--- config.mk ---
export PLATFORM = sky130hd
export DESIGN_NAME = cam_capture_writer
export DESIGN_NICKNAME = d
export VERILOG_FILES = /design/src/rtl/cam_capture_writer_pkg.sv /design/src/rtl/cam_capture_writer_sync_edge.sv /design/src/rtl/cam_capture_writer.sv
export SDC_FILE = /design/constraint.sdc
export NUM_CORES = 1
export LEC_CHECK = 0
export ABC_AREA = 1
export CAP_MARGIN = 20
export CORE_MARGIN = 1
export CORE_UTILIZATION = 53
export DETAILED_ROUTE_END_ITERATION = 8
export PLACE_DENSITY = 0.76
export SLEW_MARGIN = 20
export SYNTH_ARGS = -nofsm -noshare
export SYNTH_HDL_FRONTEND = slang
export SYNTH_SLANG_ARGS = --single-unit
--- constraint.sdc ---
create_clock -name i_clk -period 4.4 [get_ports i_clk]
set_input_delay 0.44 -clock i_clk [delete_from_list [all_inputs] [get_ports i_clk]]
set_output_delay 0.44 -clock i_clk [all_outputs]
set_load 0.02 [all_outputs]
--- src/rtl/cam_capture_writer_pkg.sv ---
// Shared definitions for the camera capture writer: default geometry, FSM
// encoding and the RGB565 byte-pair to RGB332 packing.
package cam_capture_writer_pkg;

    localparam int DEF_H_PIXELS = 160;
    localparam int DEF_V_LINES  = 120;
    localparam int DEF_ADDR_W   = 15;

    typedef enum logic [1:0] {
        ST_IDLE    = 2'd0,
        ST_ARMED   = 2'd1,
        ST_CAPTURE = 2'd2,
        ST_DONE    = 2'd3
    } state_t;

    // byte0 = {R[4:0],G[5:3]}, byte1 = {G[2:0],B[4:0]} -> {R[4:2],G[5:3],B[4:3]}
    function automatic logic [7:0] rgb565_to_332(input logic [7:0] byte0,
                                                 input logic [7:0] byte1);
        return {byte0[7:5], byte0[2:0], byte1[4:3]};
    endfunction

endpackage

--- src/rtl/cam_capture_writer_sync_edge.sv ---
// Two-flop synchroniser for one asynchronous camera signal, with registered
// rise/fall pulses aligned to the delayed level output.
module cam_capture_writer_sync_edge (
    input  logic clk,
    input  logic rst,
    input  logic async_in,
    output logic level,
    output logic rise,
    output logic fall
);

    logic meta;
    logic sync;
    logic prev;

    always_ff @(posedge clk or posedge rst) begin
        if (rst) begin
            meta <= 1'b0;
            sync <= 1'b0;
            prev <= 1'b0;
            rise <= 1'b0;
            fall <= 1'b0;
        end else begin
            meta <= async_in;
            sync <= meta;
            prev <= sync;
            rise <= sync & ~prev;
            fall <= ~sync & prev;
        end
    end

    // Level is taken from the delayed copy so it lines up with the edge pulses.
    assign level = prev;

endmodule

--- src/rtl/cam_capture_writer.sv ---
// Captures OV7670-style RGB565 byte pairs, packs each pixel to RGB332 and
// writes one byte per pixel into the frame buffer.
module cam_capture_writer
    import cam_capture_writer_pkg::*;
#(
    parameter int H_PIXELS = DEF_H_PIXELS,
    parameter int V_LINES  = DEF_V_LINES,
    parameter int ADDR_W   = DEF_ADDR_W
) (
    input  logic              i_clk,
    input  logic              i_Reset,
    input  logic              i_Cam_Pclk,
    input  logic              i_Cam_Href,
    input  logic              i_Cam_Vsync,
    input  logic [7:0]        i_Cam_Data,
    input  logic              i_Capture_Enable,
    output logic [ADDR_W-1:0] o_Write_Adress,
    output logic [7:0]        o_Data,
    output logic              o_Enable_Write,
    output logic              o_Frame_Done,
    output logic              o_Busy,
    output logic              o_Overflow,
    output logic [1:0]        o_State
);

    localparam logic [ADDR_W-1:0] H_STEP = ADDR_W'(H_PIXELS);
    localparam logic [ADDR_W-1:0] V_LIM  = ADDR_W'(V_LINES);

    logic pclk_s, pclk_rise, pclk_fall;
    logic href_s, href_rise, href_fall;
    logic vsync_s, vsync_rise, vsync_fall;
    logic unused_edges;

    cam_capture_writer_sync_edge u_pclk (
        .clk(i_clk), .rst(i_Reset), .async_in(i_Cam_Pclk),
        .level(pclk_s), .rise(pclk_rise), .fall(pclk_fall)
    );
    cam_capture_writer_sync_edge u_href (
        .clk(i_clk), .rst(i_Reset), .async_in(i_Cam_Href),
        .level(href_s), .rise(href_rise), .fall(href_fall)
    );
    cam_capture_writer_sync_edge u_vsync (
        .clk(i_clk), .rst(i_Reset), .async_in(i_Cam_Vsync),
        .level(vsync_s), .rise(vsync_rise), .fall(vsync_fall)
    );

    assign unused_edges = ^{pclk_s, pclk_fall, href_rise};

    logic [7:0] data_meta;
    logic [7:0] data_s;

    always_ff @(posedge i_clk or posedge i_Reset) begin
        if (i_Reset) begin
            data_meta <= 8'd0;
            data_s    <= 8'd0;
        end else begin
            data_meta <= i_Cam_Data;
            data_s    <= data_meta;
        end
    end

    state_t            state;
    logic [ADDR_W-1:0] addr;
    logic [ADDR_W-1:0] line_base;
    logic [ADDR_W-1:0] col;
    logic [ADDR_W-1:0] line;
    logic              phase;
    logic              line_has_byte;
    logic [7:0]        byte0;
    logic              wr_pend;
    logic [7:0]        pend_data;
    logic [ADDR_W-1:0] pend_addr;

    always_ff @(posedge i_clk or posedge i_Reset) begin
        if (i_Reset) begin
            state          <= ST_IDLE;
            addr           <= '0;
            line_base      <= '0;
            col            <= '0;
            line           <= '0;
            phase          <= 1'b0;
            line_has_byte  <= 1'b0;
            byte0          <= 8'd0;
            wr_pend        <= 1'b0;
            pend_data      <= 8'd0;
            pend_addr      <= '0;
            o_Write_Adress <= '0;
            o_Data         <= 8'd0;
            o_Enable_Write <= 1'b0;
            o_Frame_Done   <= 1'b0;
            o_Busy         <= 1'b0;
            o_Overflow     <= 1'b0;
        end else begin
            wr_pend        <= 1'b0;
            o_Enable_Write <= wr_pend;
            o_Frame_Done   <= 1'b0;
            // Output bus only moves with a strobe so the RAM sees stable values.
            if (wr_pend) begin
                o_Data         <= pend_data;
                o_Write_Adress <= pend_addr;
            end
            case (state)
                ST_IDLE: begin
                    if (i_Capture_Enable && vsync_s) begin
                        state  <= ST_ARMED;
                        o_Busy <= 1'b1;
                    end
                end
                ST_ARMED: begin
                    if (vsync_fall) begin
                        state         <= ST_CAPTURE;
                        addr          <= '0;
                        line_base     <= '0;
                        col           <= '0;
                        line          <= '0;
                        phase         <= 1'b0;
                        line_has_byte <= 1'b0;
                        o_Overflow    <= 1'b0;
                    end
                end
                ST_CAPTURE: begin
                    if (vsync_rise) begin
                        state        <= ST_DONE;
                        o_Frame_Done <= 1'b1;
                        o_Busy       <= 1'b0;
                    end else if (href_fall) begin
                        phase <= 1'b0;
                        col   <= '0;
                        // Short lines still leave the next line at its row base.
                        if (line_has_byte) begin
                            line_has_byte <= 1'b0;
                            if (line < V_LIM) begin
                                line      <= line + 1'b1;
                                line_base <= line_base + H_STEP;
                                addr      <= line_base + H_STEP;
                            end
                        end
                    end else if (pclk_rise && href_s) begin
                        line_has_byte <= 1'b1;
                        if (!phase) begin
                            byte0 <= data_s;
                            phase <= 1'b1;
                        end else begin
                            phase <= 1'b0;
                            if (col < H_STEP && line < V_LIM) begin
                                wr_pend   <= 1'b1;
                                pend_data <= rgb565_to_332(byte0, data_s);
                                pend_addr <= addr;
                                addr      <= addr + 1'b1;
                                col       <= col + 1'b1;
                            end else begin
                                o_Overflow <= 1'b1;
                            end
                        end
                    end
                end
                ST_DONE: begin
                    state <= ST_IDLE;
                end
                default: state <= ST_IDLE;
            endcase
        end
    end

    assign o_State = state;

endmodule

==> flow_metrics.py, run 1 <==
metrics = {
    "cts": {
        "clock_insertion_delay_worst_skew_ns": 0.43,
        "cts_hold_buffers": 0,
        "cts_tree": "done",
        "clk_pin_slew_worst_paths_ns": 0.06,
        "cts-root-buf": "clkbuf_16",
        "cts_setup_buffers": 0,
        "clk_path_buf_depth": 2,
        "htree_levels": 4,
        "cts_sinks": 145,
        "cts_resized": 0,
        "cts_made_buffers": 17,
    },
    "finish": {
        "syn_to_final_growth_pct": 17.34,
        "drive_above_1_share": 0.1248,
        "seqCellArea_um2": 3628,
        "multi_input_area_um2": 2265,
        "fin_cells": 872,
        "n_antenna_cell": 0,
        "final_cell_mix": "nand2_1 (196), dfrtp_1 (145), inv_1 (65)",
        "layout_commonest_cell": "nand2_1",
        "nFillCells": 859,
        "fin_nets": 737,
    },
    "setup_path": {
        "arrival_ns": 2.89,
        "critPathRequiredTime_ns": 4.77,
        "worstSetupPathType": "register to register",
        "crit_fanout": 35,
        "rr_worst_depth": 10,
        "cp-end-kind": "register",
        "worstSetupStartpointType": "register",
    },
    "worst_hold_path": {
        "hold_path.class": "register to register",
        "hold_depth": 0,
    },
    "floorplanning": {
        "rows": 39,
        "die_w_um": 110.8,
        "boundaryPins": 43,
        "start_util": 0.5468,
        "die-height_um": 110.8,
        "coreArea_um2": 11470,
        "dieArea_um2": 12270,
    },
    "drt": {
        "via_per_inst": 5.228,
        "drc_errors": 0,
        "routed.top_layer": "met4",
        "vias": 4559,
        "drt_first_pass_iters": 5,
        "wl_um": 12050,
        "drtAntennaViolNets": 0,
        "wl_met3_um": 568,
        "routedWlPerCell_um": 13.82,
        "drtIter0Drc": 319,
        "met1_length_um": 5282,
        "met2WireLength_um": 5954,
    },
    "yosys": {
        "synthAdderAreaFrac": 0.01397,
        "synth_fp_nets": 693,
        "synth.avg_cell_area_um2": 9.330,
        "ys_seq_elements": 145,
        "synth-compound-area-share": 0.05787,
        "synth-simple-area-share": 0.2233,
        "synth_top_area_frac": 0.5787,
        "synth.mux.area_fraction": 0.05209,
        "synth_xor_area_frac": 0.01397,
        "synth_top_family_by_area": "simple AND/OR/NAND/NOR gates",
        "netlist_instances": 672,
        "synthTopCellsByArea": "dfrtp_1 (58%), nand2_1 (12%), mux2_2 (5.2%)",
        "ys_warn_count": 0,
        "synth_area_um2": 6270,
        "synth_cell_types": 32,
        "yosysSeqAreaShare": 0.5787,
        "yosysTopAreaCell": "dfrtp_1",
    },
    "timing": {
        "max_freq_ghz": 0.3964,
        "fin_setup_tns_ns": 0,
        "slew_headroom": 0.3636,
        "fin_crit_sh": 0.5733,
        "fin_crit_ns": 2.523,
        "setup_violations": 0,
        "rsz0062_at_grt": "no",
        "fin_skew_ns": 0.01336,
        "worstMarginPinSlew_ns": 0.9546,
        "final_max_slew_viol_count": 0,
        "timing.final.hold_violations": 0,
    },
    "pwr": {
        "p_leak_nw": 3.518,
        "combPwrFrac": 0.243,
        "p_switching_w": 0.001414,
        "p_sw_frac": 0.3447,
        "cellPowerDensity_nw_per_um2": 557.5,
        "seq_power_share": 0.424,
        "power.internal_w": 0.002688,
        "ir_drop_mv": 0.3602,
        "pwr-share-clk": 0.334,
    },
    "run": {
        "drv_cap": 0,
    },
    "place": {
        "place.detailed.hpwl_um": 8213,
        "place.gp.congestion": 0.8751,
        "dp.cells": 840,
        "io_buffers": 42,
    },
    "status": {
        "status": "finished, final reports clean",
    },
    "global_routing": {
        "grt_usage": 0.2140,
        "grt_pass1_vias": 4524,
        "grt_pass1_wl_um": 20780,
        "grt_max_degree": 70,
        "grt_overflow": 0,
        "grt_antenna_before_repair": 0,
    },
}
cells by family after synthesis:
| family | count (synthesis) |
|---|---|
| AOI/OAI and AO/OA | 62 |
| xor gates and xnor gates | 10 |
| adders and majority gates | 7 |
| buffers and inverters | 91 |
| DFF | 145 |
| muxes | 29 |
| and+or+nand+nor | 328 |
critical path: stages (launching register included):
cell and delay [ns]:
dfrtp_1 0.41, inv_1 0.10, ha_1 0.19, inv_2 0.13, nor2_4 0.19, nand3_1 0.14
nor3_2 0.17, nand3_2 0.54, inv_2 0.43, nand2_1 0.10, nand2_1 0.07
routing by layer:
metal  vias to the layer above  GRT usage
li1                       2226          -
met1                      2196     0.2667
met2                       117     0.3549
met3                        20    0.05085
met4                         0    0.09689
met5                         -          0
path summary, 6_finish.rpt:
check	startpoint	slack, ns	endpoint
max reg2reg	o_State[0]	1.88	pend_data[3]
max	o_State[0]	1.88	pend_data[3]
min reg2reg	data_meta[4]	0.34	data_s[4]
max in group asynchronous	i_Reset	2.98	pend_addr[9]
min in group asynchronous	i_Reset	0.48	data_s[2]
min	data_meta[4]	0.34	data_s[4]
cell type report:
type	instances	area share
Timing Repair Buffer	45	0.06020
Inverter	71	0.03690
Multi-Input combinational cell	436	0.3078
Clock inverter	13	0.01735
Clock buffer	19	0.06020
Sequential cell	145	0.4932
Tap cell	143	0.02432
synth_stat cells (all sizes together):
library cell / number
dfrtp: 145
a31oi: 1
nor4: 1
nor3: 4
mux2: 29
ha: 7
nor2: 65
clkbuf: 7
o21ai: 48
nand4: 15
inv: 71
o2111ai: 1
o211ai: 1
nand2: 199
xnor2: 1
xor2: 9
buf: 13
nand3: 44
a21oi: 11
flip-flops by register name (all words and copies together) (netlist names), 2 cells and up:
signal	flops
data_meta	8
line	15
o_State	2
addr	15
o_Write_Adress	15
line_base	10
data_s	8
byte0	6
pend_data	8
col	15
o_Data	8
pend_addr	15
power groups by stage:
stage | registers [W] | logic (W) | clock network, W
floorplan | 0.00174 | 0.000749 | 0
global route | 0.00176 | 0.00112 | 0.00145
CTS | 0.00174 | 0.00100 | 0.00139
finish | 0.00174 | 0.000995 | 0.00137
detailed placement | 0.00175 | 0.000993 | 0
global placement | 0.00175 | 0.000963 | 0
through the flow:
step,hold slack [ns],cell area (um2),power (W),setup WS [ns],utilization
6_report,0.3449,7357,0.004102,1.877,0.6416
5_1_grt,0.3557,7357,0.004335,1.547,0.6416
4_1_cts,0.3487,7357,0.004121,1.859,0.6416
3_5_place_dp,0.3347,6787,0.002746,1.902,0.5918
3_3_place_gp,0.3323,6787,0.002710,2.093,0.5918
2_1_floorplan,0.3312,6270,0.002491,0.06537,-
Note: power is estimated with default switching activity, not from simulation.
==> run 2: changes to the inputs <==
- clock period: 4.4 -> 2.2 ns (I/O delays scaled with it)
==> run 2 against run 1 <==
  * Utilization grew 1.6 points
  * Clock-buffer cell count shrank 2
  * Clock skew is 0.0057 ns lower
  * Sequential share of layout area fell by 1.2 points
  * Clock power is 100% higher
  * Routed wire length increased by 4.2%
  * Critical path depth is 1 lower
  * Die area unchanged
  * Critical endpoint is now addr[5]
==> flow_metrics.py, run 2 (synthesized netlist as in run 1, its figures left out) <==
metrics = {
    "status": {
        "status": "finished, final reports clean",
    },
    "finish": {
        "final_cell_area_um2": 7538,
        "drive_above_1_share": 0.1392,
        "syn_to_final_growth_pct": 20.24,
        "final_cell_mix": "nand2_1 (196), dfrtp_1 (145), inv_1 (65)",
        "post-route-util": 0.6574,
        "fin_cells": 883,
        "fin_nets": 749,
        "layout_commonest_cell": "nand2_1",
        "n_antenna_cell": 0,
    },
    "run": {
        "drv_cap": 0,
    },
    "pwr": {
        "cellPowerDensity_nw_per_um2": 1134,
        "p_leak_nw": 3.598,
        "ir_drop_mv": 0.9257,
        "report.power.total_w": 0.008550,
    },
    "cts": {
        "cts_made_buffers": 17,
        "htree_levels": 4,
        "clk_pin_slew_worst_paths_ns": 0.06,
        "cts_tree": "done",
        "cts_sinks": 145,
        "clock_insertion_delay_worst_skew_ns": 0.42,
        "clk_path_buf_depth": 2,
        "cts-root-buf": "clkbuf_16",
    },
    "global_routing": {
        "grt_max_degree": 81,
        "grt_usage": 0.2133,
        "grt_overflow": 0,
        "grt_pass1_wl_um": 20800,
        "grt_pass1_vias": 4522,
        "grt_antenna_before_repair": 0,
    },
    "place": {
        "place.gp.congestion": 0.8470,
        "place.detailed.hpwl_um": 8172,
        "dp.cells": 846,
        "io_buffers": 42,
        "place_area_um2": 6868,
    },
    "timing": {
        "fin_setup_tns_ns": 0,
        "final_max_slew_viol_count": 0,
        "fin_skew_ns": 0.007636,
        "timing.final.hold_violations": 0,
        "slew_headroom": 0.6422,
        "max_freq_ghz": 0.4772,
        "rsz0062_at_grt": "no",
        "worstMarginPinSlew_ns": 0.5361,
        "setup_violations": 0,
        "fin_crit_sh": 0.9525,
        "fin_crit_ns": 2.096,
    },
    "setup_path": {
        "crit_fanout": 7,
        "worstSetupStartpointType": "register",
        "arrival_ns": 2.45,
        "worstSetupPathType": "register to register",
        "cp-end-kind": "register",
        "critPathRequiredTime_ns": 2.56,
    },
    "drt": {
        "drtAntennaViolNets": 0,
        "wl_um": 12550,
        "via_per_inst": 5.258,
        "drtIter0Drc": 238,
        "drc_errors": 0,
        "drt_first_pass_iters": 4,
        "vias": 4643,
        "routedWlPerCell_um": 14.22,
    },
    "floorplanning": {
        "boundaryPins": 43,
        "rows": 39,
        "dieArea_um2": 12270,
        "die_w_um": 110.8,
        "coreArea_um2": 11470,
        "start_util": 0.5468,
        "die-height_um": 110.8,
    },
    "worst_hold_path": {
        "hold_path.class": "input pin to asynchronous set/reset pin",
    },
}
==> run 2: cell count changes in the layout (fill, tap and decap cells not counted), sizes merged <==
cell,before,now
buf,3,12
inv,75,79
nand3,44,47
clkbuf,19,17
clkinv,5,3
clkinvlp,3,2
==> run 2: where the power goes <==
part	internal, W	switching (W)
combinational	0.000847	0.00147
clock	0.00159	0.00119
sequential	0.00311	0.000347
==> run 2: layer usage <==
layer	GRT usage	share of wire	vias up
li1	-	-	2265
met1	0.2639	0.44	2257
met2	0.3582	0.50	97
met3	0.05194	0.044	24
met4	0.08978	0.021	0
met5	0	0	-
==> run 2: critical path, cell delays in order, from the launching register on <==
cell and delay [ns]:
dfrtp_1 0.38, nor2_1 0.14, nand3_1 0.10, nor2_1 0.30
nand2_1 0.14, nand2_1 0.39, nand3_2 0.30, inv_1 0.15
nand2_1 0.06, nand2_1 0.06
==> run 2: cell type report <==
type / count / area (um2)
clock inverters: 14 / 143.9
inverters: 71 / 277.8
well taps: 143 / 178.9
repair buffers: 54 / 560.5
fillers: 855 / 3929
clock buffers: 17 / 425.4
flip-flops and latches: 145 / 3628
multi-input cells: 439 / 2323
==> run 2: path summary, 6_finish.rpt <==
| kind | endpoint | slack [ns] | cells past startpoint | start |
|---|---|---|---|---|
| hold reg to reg | data_s[5] | 0.35 | 0 | data_meta[5] |
| min in group i_clk | data_meta[4] | 0.23 | 1 | i_Cam_Data[4] |
| setup / recovery | addr[5] | 0.10 | 9 | line[7] |
| setup reg to reg | addr[5] | 0.10 | 9 | line[7] |
| max in group asynchronous | data_s[2] | 1.41 | 3 | i_Reset |
| hold / removal | addr[12] | 0.09 | 2 | i_Reset |
==> run 2: what timing repair did <==
item,in CTS,in global routing
resized for setup,0,8
endpoints found under the setup margin,0,51
buffers inserted,0,3
hold buffers,0,0
==> run 2: metrics by stage <==
step | setup slack, ns | hold slack (ns)
final | 0.1044 | 0.08968
after global routing | 0.01164 | 0.1177
after CTS | 0.03076 | 0.08223
after detailed placement | 0.07624 | 0.3403
after global placement | 0.2110 | 0.3335
after floorplan | 0.1610 | 0.2514
==> run 3: changes to the inputs <==
- ABC_CLOCK_PERIOD_IN_PS: default -> 2200
- GPL_TIMING_DRIVEN: default -> 0
==> run 3 against run 2 <==
  * Via count increased by 1.1%
  * Critical path depth grew 3
  * Maximum frequency rose by 3.7%
  * Die area did not move
  * Sequential share of layout area decreased by 0.33 points
  * Final cell count rose by 1.5%
  * Total power is 0.84% higher
  * Combinational power down 2%
  * Worst setup slack improved by 0.075 ns
  * Clock power rose by 4%
==> flow_metrics.py, run 3 (synthesized netlist as in run 1, its figures left out) <==
metrics = {
    "setup_path": {
        "worstSetupPathType": "register to register",
        "rr_worst_depth": 12,
        "crit_slowest_cell": "dfrtp_1",
        "crit_buf_inv": 6,
        "cp-end-kind": "register",
        "path_cells": "inv_1 -> ha_1 -> inv_2 -> nor2_4 -> buf_4 -> inv_2 -> nand3_2 -> a21oi_4 -> inv_2 -> buf_2 -> nand2_1 -> o21ai_1",
        "worst_r2r_startpoint": "o_State[0]",
        "cp_slowest_stage_delay_ns": 0.39,
        "cp_top_family": "buffers and inverters",
        "critPathMostFrequentCell": "inv_2",
        "arrival_ns": 2.33,
        "r2r-end": "line_base[7]",
        "cp-startpoint": "o_State[0]",
        "critPathRequiredTime_ns": 2.51,
        "crit_fanout": 10,
        "worstSetupStartpointType": "register",
        "rrSetupSlack_ns": 0.18,
    },
    "pwr": {
        "seq_power_share": 0.401,
        "cellPowerDensity_nw_per_um2": 1136,
        "combPwrFrac": 0.263,
        "p_switching_w": 0.003040,
        "power.internal_w": 0.005582,
        "ir_drop_mv": 0.8818,
        "p_sw_frac": 0.3526,
        "report.power.total_w": 0.008622,
        "p_leak_nw": 3.648,
        "pwr-share-clk": 0.336,
    },
    "finish": {
        "n_antenna_cell": 0,
        "final_cell_mix": "nand2_1 (196), dfrtp_1 (145), inv_1 (65)",
        "drive_above_1_share": 0.1448,
        "fin_nets": 761,
        "syn_to_final_growth_pct": 21.05,
        "layout_commonest_cell": "nand2_1",
        "post-route-util": 0.6619,
    },
    "global_routing": {
        "grt_usage": 0.2334,
        "grt_pass1_wl_um": 22340,
        "grt_antenna_before_repair": 0,
        "grt_max_degree": 38,
        "grt_overflow": 0,
        "grt_pass1_vias": 4675,
    },
    "floorplanning": {
        "die_w_um": 110.8,
        "coreArea_um2": 11470,
        "rows": 39,
        "boundaryPins": 43,
        "start_util": 0.5468,
        "die-height_um": 110.8,
        "dieArea_um2": 12270,
    },
    "cts": {
        "cts_sinks": 145,
        "htree_levels": 4,
        "cts_tree": "done",
        "cts_hold_buffers": 0,
        "clock_insertion_delay_worst_skew_ns": 0.43,
        "cts_made_buffers": 17,
        "clk_pin_slew_worst_paths_ns": 0.07,
        "cts-root-buf": "clkbuf_16",
        "clk_path_buf_depth": 2,
    },
    "drt": {
        "drc_errors": 0,
        "wl_um": 12970,
        "vias": 4695,
        "drtIter0Drc": 286,
        "drtAntennaViolNets": 0,
        "via_per_inst": 5.240,
        "routedWlPerCell_um": 14.47,
        "drt_first_pass_iters": 5,
    },
    "timing": {
        "slew_headroom": 0.5545,
        "fin_skew_ns": 0.009376,
        "rsz0062_at_grt": "no",
        "timing.final.hold_violations": 0,
        "final_max_slew_viol_count": 0,
        "worstMarginPinSlew_ns": 0.6682,
        "setup_violations": 0,
        "fin_crit_sh": 0.9185,
        "fin_crit_ns": 2.021,
        "max_freq_ghz": 0.4949,
    },
    "worst_hold_path": {
        "hold_path.class": "input pin to asynchronous set/reset pin",
    },
    "place": {
        "io_buffers": 42,
        "place.detailed.hpwl_um": 9180,
        "place.gp.congestion": 0.8587,
    },
    "status": {
        "status": "finished, final reports clean",
    },
    "run": {
        "drv_cap": 0,
    },
}
==> run 3: cell types whose count changed in the layout (fill, tap and decap cells not counted), moves of 2 or more <==
cell / before / now
clkbuf_1: 0 / 6
inv_6: 8 / 5
inv_8: 2 / 6
buf_2: 0 / 7
buf_6: 0 / 2
nand3_2: 4 / 2
inv_2: 3 / 5
buf_4: 8 / 6
==> run 3: final cells by class <==
cell class,count,area [um2]
fillers,904,3877
flip-flops and latches,145,3628
multi-input cells,436,2272
repair buffers,49,530.5
clock buffers,18,439.2
inverters,71,270.3
well taps,143,178.9
clock inverters,14,158.9
plain buffers,20,111.4
==> run 3: how the worst max path moves through the flow <==
stage | to | slack [ns] | depth (start not counted)
6_report | line_base[7] | 0.18 | 12
5_1_grt | line_base[7] | 0.001 | 12
4_1_cts | pend_addr[4] | 0.03 | 11
3_5_place_dp | pend_data[4] | 0.03 | 10
3_3_place_gp | data_meta[7] | -0.95 | 2
2_1_floorplan | addr[0] | 0.16 | 1
==> run 3: through the flow <==
step	instance area, um2	hold WS [ns]	cells	TNS (ns)	worst slack (ns)
3_3_place_gp	6873	0.3317	857	-137.00	-0.9528
5_1_grt	7590	0.2064	896	0	0.001185
2_1_floorplan	6274	0.2514	672	0	0.1610
6_report	7590	0.2025	896	0	0.1793
4_1_cts	7560	0.2079	893	0	0.02894
3_5_place_dp	6960	0.3379	861	0	0.02821
==> run 3: repair_timing <==
item,in CTS,in global routing
pin swaps,0,1
endpoints found under the setup margin,3,23
resized for setup,1,1
gates cloned,0,0
buffers inserted,0,3
==> run 3: power by group through the flow <==
stage,clock network (W),registers (W),logic (W)
6_report,0.00290,0.00345,0.00227
5_1_grt,0.00307,0.00351,0.00252
4_1_cts,0.00296,0.00345,0.00224
3_5_place_dp,0,0.00350,0.00222
3_3_place_gp,0,0.00347,0.00215
2_1_floorplan,0,0.00349,0.00150
==> run 3: routing by layer <==
metal | up-vias | wire length, um | global-route usage
li1 | 2288 | - | -
met1 | 2310 | 5880 | 0.2974
met2 | 85 | 6450 | 0.3822
met3 | 12 | 498 | 0.07326
met4 | 0 | 139 | 0.07111
met5 | - | 0 | 0
